## src/rtl/flexbex_ibex_irq_ctrl_if.sv

```systemverilog
// flexbex_ibex_irq_ctrl_if: request/take/ack handshake between the IRQ controller and the core controller
//   irq_req_o    request to controller
//   irq_id_o     requested line index
//   csr_cause_o  mcause value {1'b1, irq_id_o}
//   irq_take_i   controller takes the trap
//   mret_i       MRET retired
//   irq_ack_o    one-cycle acknowledge to the source
//   irq_ack_id_o acknowledged line index
//   in_service_o handler active
interface flexbex_ibex_irq_ctrl_if;
   logic       irq_req_o;
   logic [4:0] irq_id_o;
   logic [5:0] csr_cause_o;
   logic       irq_take_i;
   logic       mret_i;
   logic       irq_ack_o;
   logic [4:0] irq_ack_id_o;
   logic       in_service_o;
   modport master (output irq_req_o, irq_id_o, csr_cause_o, irq_ack_o, irq_ack_id_o, in_service_o,
                   input irq_take_i, mret_i);
   modport slave  (input irq_req_o, irq_id_o, csr_cause_o, irq_ack_o, irq_ack_id_o, in_service_o,
                   output irq_take_i, mret_i);
endinterface

```

## src/rtl/flexbex_ibex_irq_ctrl.sv

```systemverilog
// flexbex_ibex_irq_ctrl: synchronises, pends, prioritises and gates interrupt lines, then tracks the handler until MRET
//   clk, rst_n      clock, asynchronous active-low reset
//   irq_lines_i     asynchronous interrupt lines
//   irq_mask_i      per-line enable
//   m_irq_enable_i  mstatus.MIE
//   debug_mode_i    suppresses all requests
//   ctrl            request/take/ack handshake to the core controller (master side)
module flexbex_ibex_irq_ctrl #(
   parameter int          N_IRQ       = 32,
   parameter logic [31:0] EDGE_MASK   = 32'h0,
   parameter int          SYNC_STAGES = 2
) (
   input  logic                 clk,
   input  logic                 rst_n,
   input  logic [N_IRQ-1:0]     irq_lines_i,
   input  logic [N_IRQ-1:0]     irq_mask_i,
   input  logic                 m_irq_enable_i,
   input  logic                 debug_mode_i,
   flexbex_ibex_irq_ctrl_if.master ctrl
);
   localparam logic [31:0] VALID = 32'((64'd1 << N_IRQ) - 64'd1);
   typedef enum logic [1:0] {IDLE, REQ, SERVICE} state_e;
   state_e      state_q, state_d;
   logic [31:0] sync_q [SYNC_STAGES];
   logic [31:0] s, s_d_q, pending_q, pending_d, pending, clr, qual_d, qual_q;
   logic [4:0]  id_q, id_d, sel, ack_id_q;
   logic        ack_q, ack_d, gate, take;
   assign s     = sync_q[SYNC_STAGES-1];
   assign gate  = m_irq_enable_i & ~debug_mode_i;
   assign take  = (state_q == REQ) & ctrl.irq_take_i;
   assign clr   = take ? (32'd1 << id_q) : 32'd0;
   // set term is OR-ed after the clear so an edge landing on the ack edge survives
   assign pending_d = ((pending_q & ~clr) | (s & ~s_d_q)) & EDGE_MASK & VALID;
   assign pending   = (pending_q & EDGE_MASK) | (s & ~EDGE_MASK);
   assign qual_d    = pending & 32'(irq_mask_i) & VALID;
   // descending scan so the lowest set index is the last one written
   always_comb begin
      sel = '0;
      for (int k = 31; k >= 0; k--) if (qual_q[k]) sel = 5'(k);
   end
   always_comb begin
      state_d = state_q;
      id_d    = id_q;
      ack_d   = 1'b0;
      case (state_q)
         IDLE: if (|qual_q && gate) begin
            state_d = REQ;
            id_d    = sel;
         end
         REQ: if (ctrl.irq_take_i) begin
            state_d = SERVICE;
            ack_d   = 1'b1;
         end else if (!gate || qual_q == 32'd0) begin
            state_d = IDLE;
         end else begin
            id_d = sel;
         end
         SERVICE: if (ctrl.mret_i) state_d = IDLE;
         default: state_d = IDLE;
      endcase
   end
   // qual_q is the pipeline stage between pend and FSM decision
   always_ff @(posedge clk or negedge rst_n) begin
      if (!rst_n) begin
         for (int k = 0; k < SYNC_STAGES; k++) sync_q[k] <= '0;
         s_d_q     <= '0;
         pending_q <= '0;
         qual_q    <= '0;
         state_q   <= IDLE;
         id_q      <= '0;
         ack_q     <= 1'b0;
         ack_id_q  <= '0;
      end else begin
         sync_q[0] <= 32'(irq_lines_i);
         for (int k = 1; k < SYNC_STAGES; k++) sync_q[k] <= sync_q[k-1];
         s_d_q     <= s;
         pending_q <= pending_d;
         qual_q    <= qual_d;
         state_q   <= state_d;
         id_q      <= id_d;
         ack_q     <= ack_d;
         ack_id_q  <= ack_d ? id_q : 5'd0;
      end
   end
   assign ctrl.irq_req_o    = state_q == REQ;
   assign ctrl.irq_id_o     = (state_q == REQ) ? id_q : 5'd0;
   assign ctrl.csr_cause_o  = (state_q == REQ) ? {1'b1, id_q} : 6'd0;
   assign ctrl.irq_ack_o    = ack_q;
   assign ctrl.irq_ack_id_o = ack_id_q;
   assign ctrl.in_service_o = state_q == SERVICE;
endmodule
```

## src/flat_wrapper.sv

```systemverilog
// flat-port wrapper written by rule: the top's interface ports become plain ports
module flexbex_ibex_irq_ctrl_flat 
#(
   parameter int          N_IRQ       = 32,
   parameter logic [31:0] EDGE_MASK   = 32'h0,
   parameter int          SYNC_STAGES = 2
)
  (clk, rst_n, irq_lines_i, irq_mask_i, m_irq_enable_i, debug_mode_i, ctrl_irq_req_o, ctrl_irq_id_o, ctrl_csr_cause_o, ctrl_irq_ack_o, ctrl_irq_ack_id_o, ctrl_in_service_o, ctrl_irq_take_i, ctrl_mret_i);
  flexbex_ibex_irq_ctrl_if ctrl_i ();
  input  logic clk;
  input  logic rst_n;
  input  logic [N_IRQ-1:0] irq_lines_i;
  input  logic [N_IRQ-1:0] irq_mask_i;
  input  logic m_irq_enable_i;
  input  logic debug_mode_i;
  output wire logic [$bits(ctrl_i.irq_req_o)-1:0] ctrl_irq_req_o;
  output wire logic [$bits(ctrl_i.irq_id_o)-1:0] ctrl_irq_id_o;
  output wire logic [$bits(ctrl_i.csr_cause_o)-1:0] ctrl_csr_cause_o;
  output wire logic [$bits(ctrl_i.irq_ack_o)-1:0] ctrl_irq_ack_o;
  output wire logic [$bits(ctrl_i.irq_ack_id_o)-1:0] ctrl_irq_ack_id_o;
  output wire logic [$bits(ctrl_i.in_service_o)-1:0] ctrl_in_service_o;
  input wire logic [$bits(ctrl_i.irq_take_i)-1:0] ctrl_irq_take_i;
  input wire logic [$bits(ctrl_i.mret_i)-1:0] ctrl_mret_i;
  assign ctrl_irq_req_o = ctrl_i.irq_req_o;
  assign ctrl_irq_id_o = ctrl_i.irq_id_o;
  assign ctrl_csr_cause_o = ctrl_i.csr_cause_o;
  assign ctrl_irq_ack_o = ctrl_i.irq_ack_o;
  assign ctrl_irq_ack_id_o = ctrl_i.irq_ack_id_o;
  assign ctrl_in_service_o = ctrl_i.in_service_o;
  assign ctrl_i.irq_take_i = ctrl_irq_take_i;
  assign ctrl_i.mret_i = ctrl_mret_i;
  flexbex_ibex_irq_ctrl #(.N_IRQ(N_IRQ), .EDGE_MASK(EDGE_MASK), .SYNC_STAGES(SYNC_STAGES)) u_core (.clk(clk), .rst_n(rst_n), .irq_lines_i(irq_lines_i), .irq_mask_i(irq_mask_i), .m_irq_enable_i(m_irq_enable_i), .debug_mode_i(debug_mode_i), .ctrl(ctrl_i));
endmodule
```

## config.mk

```make
export PLATFORM = sky130hd
export DESIGN_NAME = flexbex_ibex_irq_ctrl_flat
export DESIGN_NICKNAME = d
export VERILOG_FILES = /design/src/rtl/flexbex_ibex_irq_ctrl_if.sv /design/src/rtl/flexbex_ibex_irq_ctrl.sv /design/src/flat_wrapper.sv
export SDC_FILE = /design/constraint.sdc
export NUM_CORES = 1
export LEC_CHECK = 0
export ABC_CLOCK_PERIOD_IN_PS = 3880
export CAP_MARGIN = 20
export CORE_MARGIN = 1.5
export CORE_UTILIZATION = 30
export CTS_CLUSTER_DIAMETER = 100
export DETAILED_ROUTE_END_ITERATION = 10
export HOLD_SLACK_MARGIN = 0.1
export PLACE_DENSITY = 0.54
export SYNTH_ARGS = -nofsm -noshare
export SYNTH_HDL_FRONTEND = slang
export SYNTH_SLANG_ARGS = --single-unit
```

## constraint.sdc

```tcl
create_clock -name clk -period 3.88 [get_ports clk]
set_input_delay 0.97 -clock clk [delete_from_list [all_inputs] [get_ports clk]]
set_output_delay 0.97 -clock clk [all_outputs]
set_load 0.02 [all_outputs]
```

# Word level (Yosys, flattened, before mapping)

Index checks and enable logic that the tools add are counted.

Bitwise logic cells: 3
Multiplexer cells: 46
Reductions and logical operators: 9
Equal/unequal tests: 7

Operators by type and width:

| kind                                                             | number |
|---|---|
| 5-bit two-way mux                                                | 37 |
| 32-bit bitwise AND                                               | 1 |
| 32-bit zero test                                                 | 1 |
| 32-bit OR reduction                                              | 1 |
| 5-bit case mux with 2 select lines                               | 1 |
| 2-bit two-way mux                                                | 4 |
| 6-bit two-way mux                                                | 1 |
| 2-bit case mux with 3 select lines                               | 1 |
| 2-bit by 1-bit != test with 1-bit output (second input constant) | 2 |
| 2-bit != test (second input constant)                            | 2 |
| 4-bit AND reduction                                              | 1 |
| 3-bit by 1-bit != test with 1-bit output (second input constant) | 1 |
| 3-bit AND reduction                                              | 1 |
| 2-bit by 1-bit == test with 1-bit output (second input constant) | 1 |
| 2-bit == test (second input constant)                            | 1 |
| 2-bit zero test                                                  | 1 |
| 1-bit two-way mux                                                | 2 |
| 2-bit nonzero test                                               | 1 |
| 1-bit bitwise AND                                                | 1 |
| 1-bit logical AND                                                | 1 |
| 1-bit zero test                                                  | 1 |
| 1-bit logical OR                                                 | 1 |
| 1-bit inverter                                                   | 1 |

Output and inout bits: 19
Input port bits: 70
Bits in registers: 109

# Depth between registers and ports, before layout

Word-level depth: 35
Gate-level depth with buffers: 6

# Worst setup path before layout

OpenSTA, ideal clock, no wires.

Path kind: register -> output
Start point: register u_core.state_q[0]
End point: output port ctrl_irq_id_o[0]
Path buffers: 2
Cell stages (with the launch flop): 5
Arrival time: 1,426 ps
Data required time: 2,910 ps
Setup slack: 1,484 ps
Path through: dfrtp_1 -> nor2b_1 -> clkbuf_1 -> and2_1 -> buf_4

Word-level cells in the longest chain between the ends: 2

RTL lines:

| item                                     | RTL line                    | text |
|---|---|---|
| start, declared                          | flexbex_ibex_irq_ctrl.sv:23 | `state_e state_q, state_d;` |
| start signal, assigned                   | flexbex_ibex_irq_ctrl.sv:79 | `state_q <= state_d;` |
| 2-bit by 1-bit == test with 1-bit output | -                           |  |
| via ctrl_irq_req_o                       | flat_wrapper.sv:16          | `output wire logic [$bits(ctrl_i.irq_req_o)-1:0] ctrl_irq_req_o;` |
| 5-bit two-way mux                        | flexbex_ibex_irq_ctrl.sv:86 | `assign ctrl.irq_id_o = (state_q == REQ) ? id_q : 5'd0;` |
| end, declared                            | flat_wrapper.sv:17          | `output wire logic [$bits(ctrl_i.irq_id_o)-1:0] ctrl_irq_id_o;` |

The timed path passes the listed nets, and every way through them passes these cells.

# Final worst setup path

Start point: register u_core.state_q[0]
End point: output port ctrl_csr_cause_o[4]

Word-level cells in the longest chain between the ends: 2

RTL lines:

| item                                     | RTL line                    | text |
|---|---|---|
| 2-bit by 1-bit == test with 1-bit output | -                           |  |
| 6-bit two-way mux                        | flexbex_ibex_irq_ctrl.sv:87 | `assign ctrl.csr_cause_o = (state_q == REQ) ? {1'b1, id_q} : 6'd0;` |
| end, declared                            | flat_wrapper.sv:18          | `output wire logic [$bits(ctrl_i.csr_cause_o)-1:0] ctrl_csr_cause_o;` |

No other way between the ends.

==> flow_summary.toml <==
[sta]
worst_slew_pin_slew_ns = 0.672
drv_slew = 0
min_period_ns = 3.07
setup_viol = 0
finClkSkew_ns = 0.00648
holdWs_ns = 0.345
fmaxAchievable_mhz = 326
period_share_pct = 79.2
slew_headroom_pct = 54.1
rsz0062_at_grt = "false"
hold_violations = 0
fin_setup_tns_ns = 0

[worst_setup_path]
rr_endpoint = "u_core.id_q[0]"
max_stage_delay_ns = 0.62
r2r-start = "u_core.qual_q[9]"
slowest_stage = "clkdlybuf4s50_1"
cp_max_fo = 13
critPathKind = "reg -> out"
critPathLaunchType = "register"
reg2regPathDepth = 5
path_cells = "nor2b_1 -> and2_1 -> clkdlybuf4s50_1"
crit_required_ns = 2.91
worstPathArrival_ns = 2.10
rrSetupSlack_ns = 2.06
end_kind = "output port"

[layout]
final_cell_count_no_fill = 479
final_common_cell = "dfrtp_1"
fill_cells = 1071
seq_area_um2 = 2730
area_growth_pct = 36.8
drive_gt1_share_pct = 8.63
multi_input_area_um2 = 806
post-route-cell-area_um2 = 4940
antenna_cells = 0
num-nets-final = 401
layout_common_cells = "dfrtp_1, clkdlybuf4s50_1, and2_1"

[detailed_routing]
firstDrtPassIters = 4
drc_errors = 0
first_iter_violations = 71
wl_per_cell_um = 13.0
vias = 2027
drtAntennaViolNets = 0
totalWireLength_mm = 6.24
viasPerCell = 4.23

[job]
max_cap_viol_count = 0

[logic_synthesis]
ys_top_cells_by_area = "dfrtp_1, and2_1, nand4bb_4"
yosysSeqAreaShare_pct = 75.6
synthesis.nets = 308
synth_warnings = 0
synth_edf_count = 0
synth_area_per_cell_um2 = 15.2
synth_top_area_share_pct = 75.6
synth-seq-cells = 109
synth_cell_types = 33
synthArstFlopShare_pct = 100
synth_ff_type = "dfrtp_1"
synthCells = 238
post-synth-top-area-cell = "dfrtp_1"
netlist_area_um2 = 3610

[hold_path]
worst_hold_path_type = "reg -> reg"
whs_endpoint = "u_core.pending[13]"
hp-start = "u_core.sync_q[45]"
hold_path_depth = 0

[pwr]
p_clk_share_pct = 38.3
p_per_area_nw_per_um2 = 476
intPower_uw = 1830
seqPwrFrac_pct = 52.6
p_switching_uw = 518
ir_drop_v = 0.000185
finalPower_uw = 2350
switching_share_pct = 22.1
leakage_uw = 0.00214
comb_power_share_pct = 9.1

[cts]
numClockSinks = 109
root_buffer = "clkbuf_16"
clkTransAtPathRegs_ns = 0.07
cts_setup_buffers = 0
cts_resized = 0
ctsHtreeMaxLevel = 3
cts_buffer_depth = 2
tritoncts = "built"
clk_latency_ns = 0.34
cts_buffers = 9
cts_hold_buf = 0

[die]
start_util_pct = 31.2
core-area_um2 = 11600
chipWidth_um = 113
fp.dieArea_um2 = 12700
num_rows = 39
die_height_um = 113
ios = 89

[global_routing]
gr-usage-all-layers_pct = 10.8
grt_pass1_vias = 2128
grt_max_degree = 61
antenna_found_initial = 0
grt_pass1_wl_mm = 10.5
gr-total-overflow = 0

[place]
dp_cells = 463
place_area_um2 = 4640
gp_congestion = 0.931
io_buffers = 88
hpwl_mm = 4.56

[run_status]
status = "complete, no violations"
area by class of cell:
| cell class | count | area share [%] |
|---|---|---|
| Inverter | 7 | 0.532 |
| Sequential cell | 109 | 55.3 |
| Timing Repair Buffer | 89 | 18.2 |
| Clock inverter | 6 | 1.42 |
| Multi-Input combinational cell | 115 | 16.3 |
| Clock buffer | 10 | 4.64 |
| Tap cell | 143 | 3.62 |
per-stage QoR:
| step | setup slack (ns) | util [%] |
|---|---|---|
| after floorplan | 1.48 | - |
| after global placement | 1.22 | 40.1 |
| after detailed placement | 1.15 | 40.1 |
| after CTS | 0.772 | 42.7 |
| after global routing | 0.623 | 42.7 |
| final | 0.808 | 42.7 |
synthesized netlist by cell type, drive strengths merged, types with 4 or more instances:
cell type    n
inv          7
o31ai        4
nand2b       4
dfrtp      109
and3         5
o21ai        4
nor2b        4
buf          6
and2        38
nor2        12
or4          5
nor4         5
a21oi       10
registers in the layout, summed over array words and instances, names as in the netlist:
| name | cells |
|---|---|
| u_core.qual_q | 32 |
| u_core.id_q | 5 |
| u_core.sync_q | 32 |
| u_core.pending | 32 |
| u_core.ctrl.irq_ack_o | 1 |
| u_core.ctrl.irq_ack_id_o | 5 |
| u_core.state_q | 2 |
worst max-delay path, delay by kind of cell, from the launching register on:
kind / cells / cell delay (ns)
flops: 1 / 0.40
simple gates: 2 / 0.75
buf+inv: 1 / 0.62
cells by family after synthesis:
family          after synthesis  synth area share (%)
flops                       109                  75.6
simple gates                 83                  15.6
compound gates               32                  6.76
buf+inv                      14                  2.08
routing by layer:
layer | part of all wire (%) | up-vias | global-route usage (%)
met1 | 46 | 957 | 14.1
li1 | - | 994 | -
met5 | 0 | - | 0
met2 | 47 | 67 | 16.6
met4 | 1.9 | 0 | 4.56
met3 | 5.4 | 9 | 3.73
worst max-delay path by stage:
stage,end,start,slack [ns],cells after the start
floorplan,ctrl_irq_id_o[0],u_core.state_q[0],1.48,4
global placement,ctrl_csr_cause_o[0],u_core.state_q[0],1.22,3
detailed placement,ctrl_csr_cause_o[4],u_core.state_q[0],1.15,3
CTS,ctrl_csr_cause_o[4],u_core.state_q[0],0.77,3
global route,ctrl_csr_cause_o[1],u_core.state_q[0],0.62,3
finish,ctrl_csr_cause_o[4],u_core.state_q[0],0.81,3
power groups by stage:
| stage | combinational (µW) | clock [µW] | sequential (µW) |
|---|---|---|---|
| CTS | 219 | 934 | 1240 |
| floorplan | 89.1 | 0 | 1250 |
| global route | 236 | 983 | 1240 |
| finish | 214 | 899 | 1230 |
| global placement | 216 | 0 | 1260 |
| detailed placement | 219 | 0 | 1260 |
(Power assumes the default switching activity.)
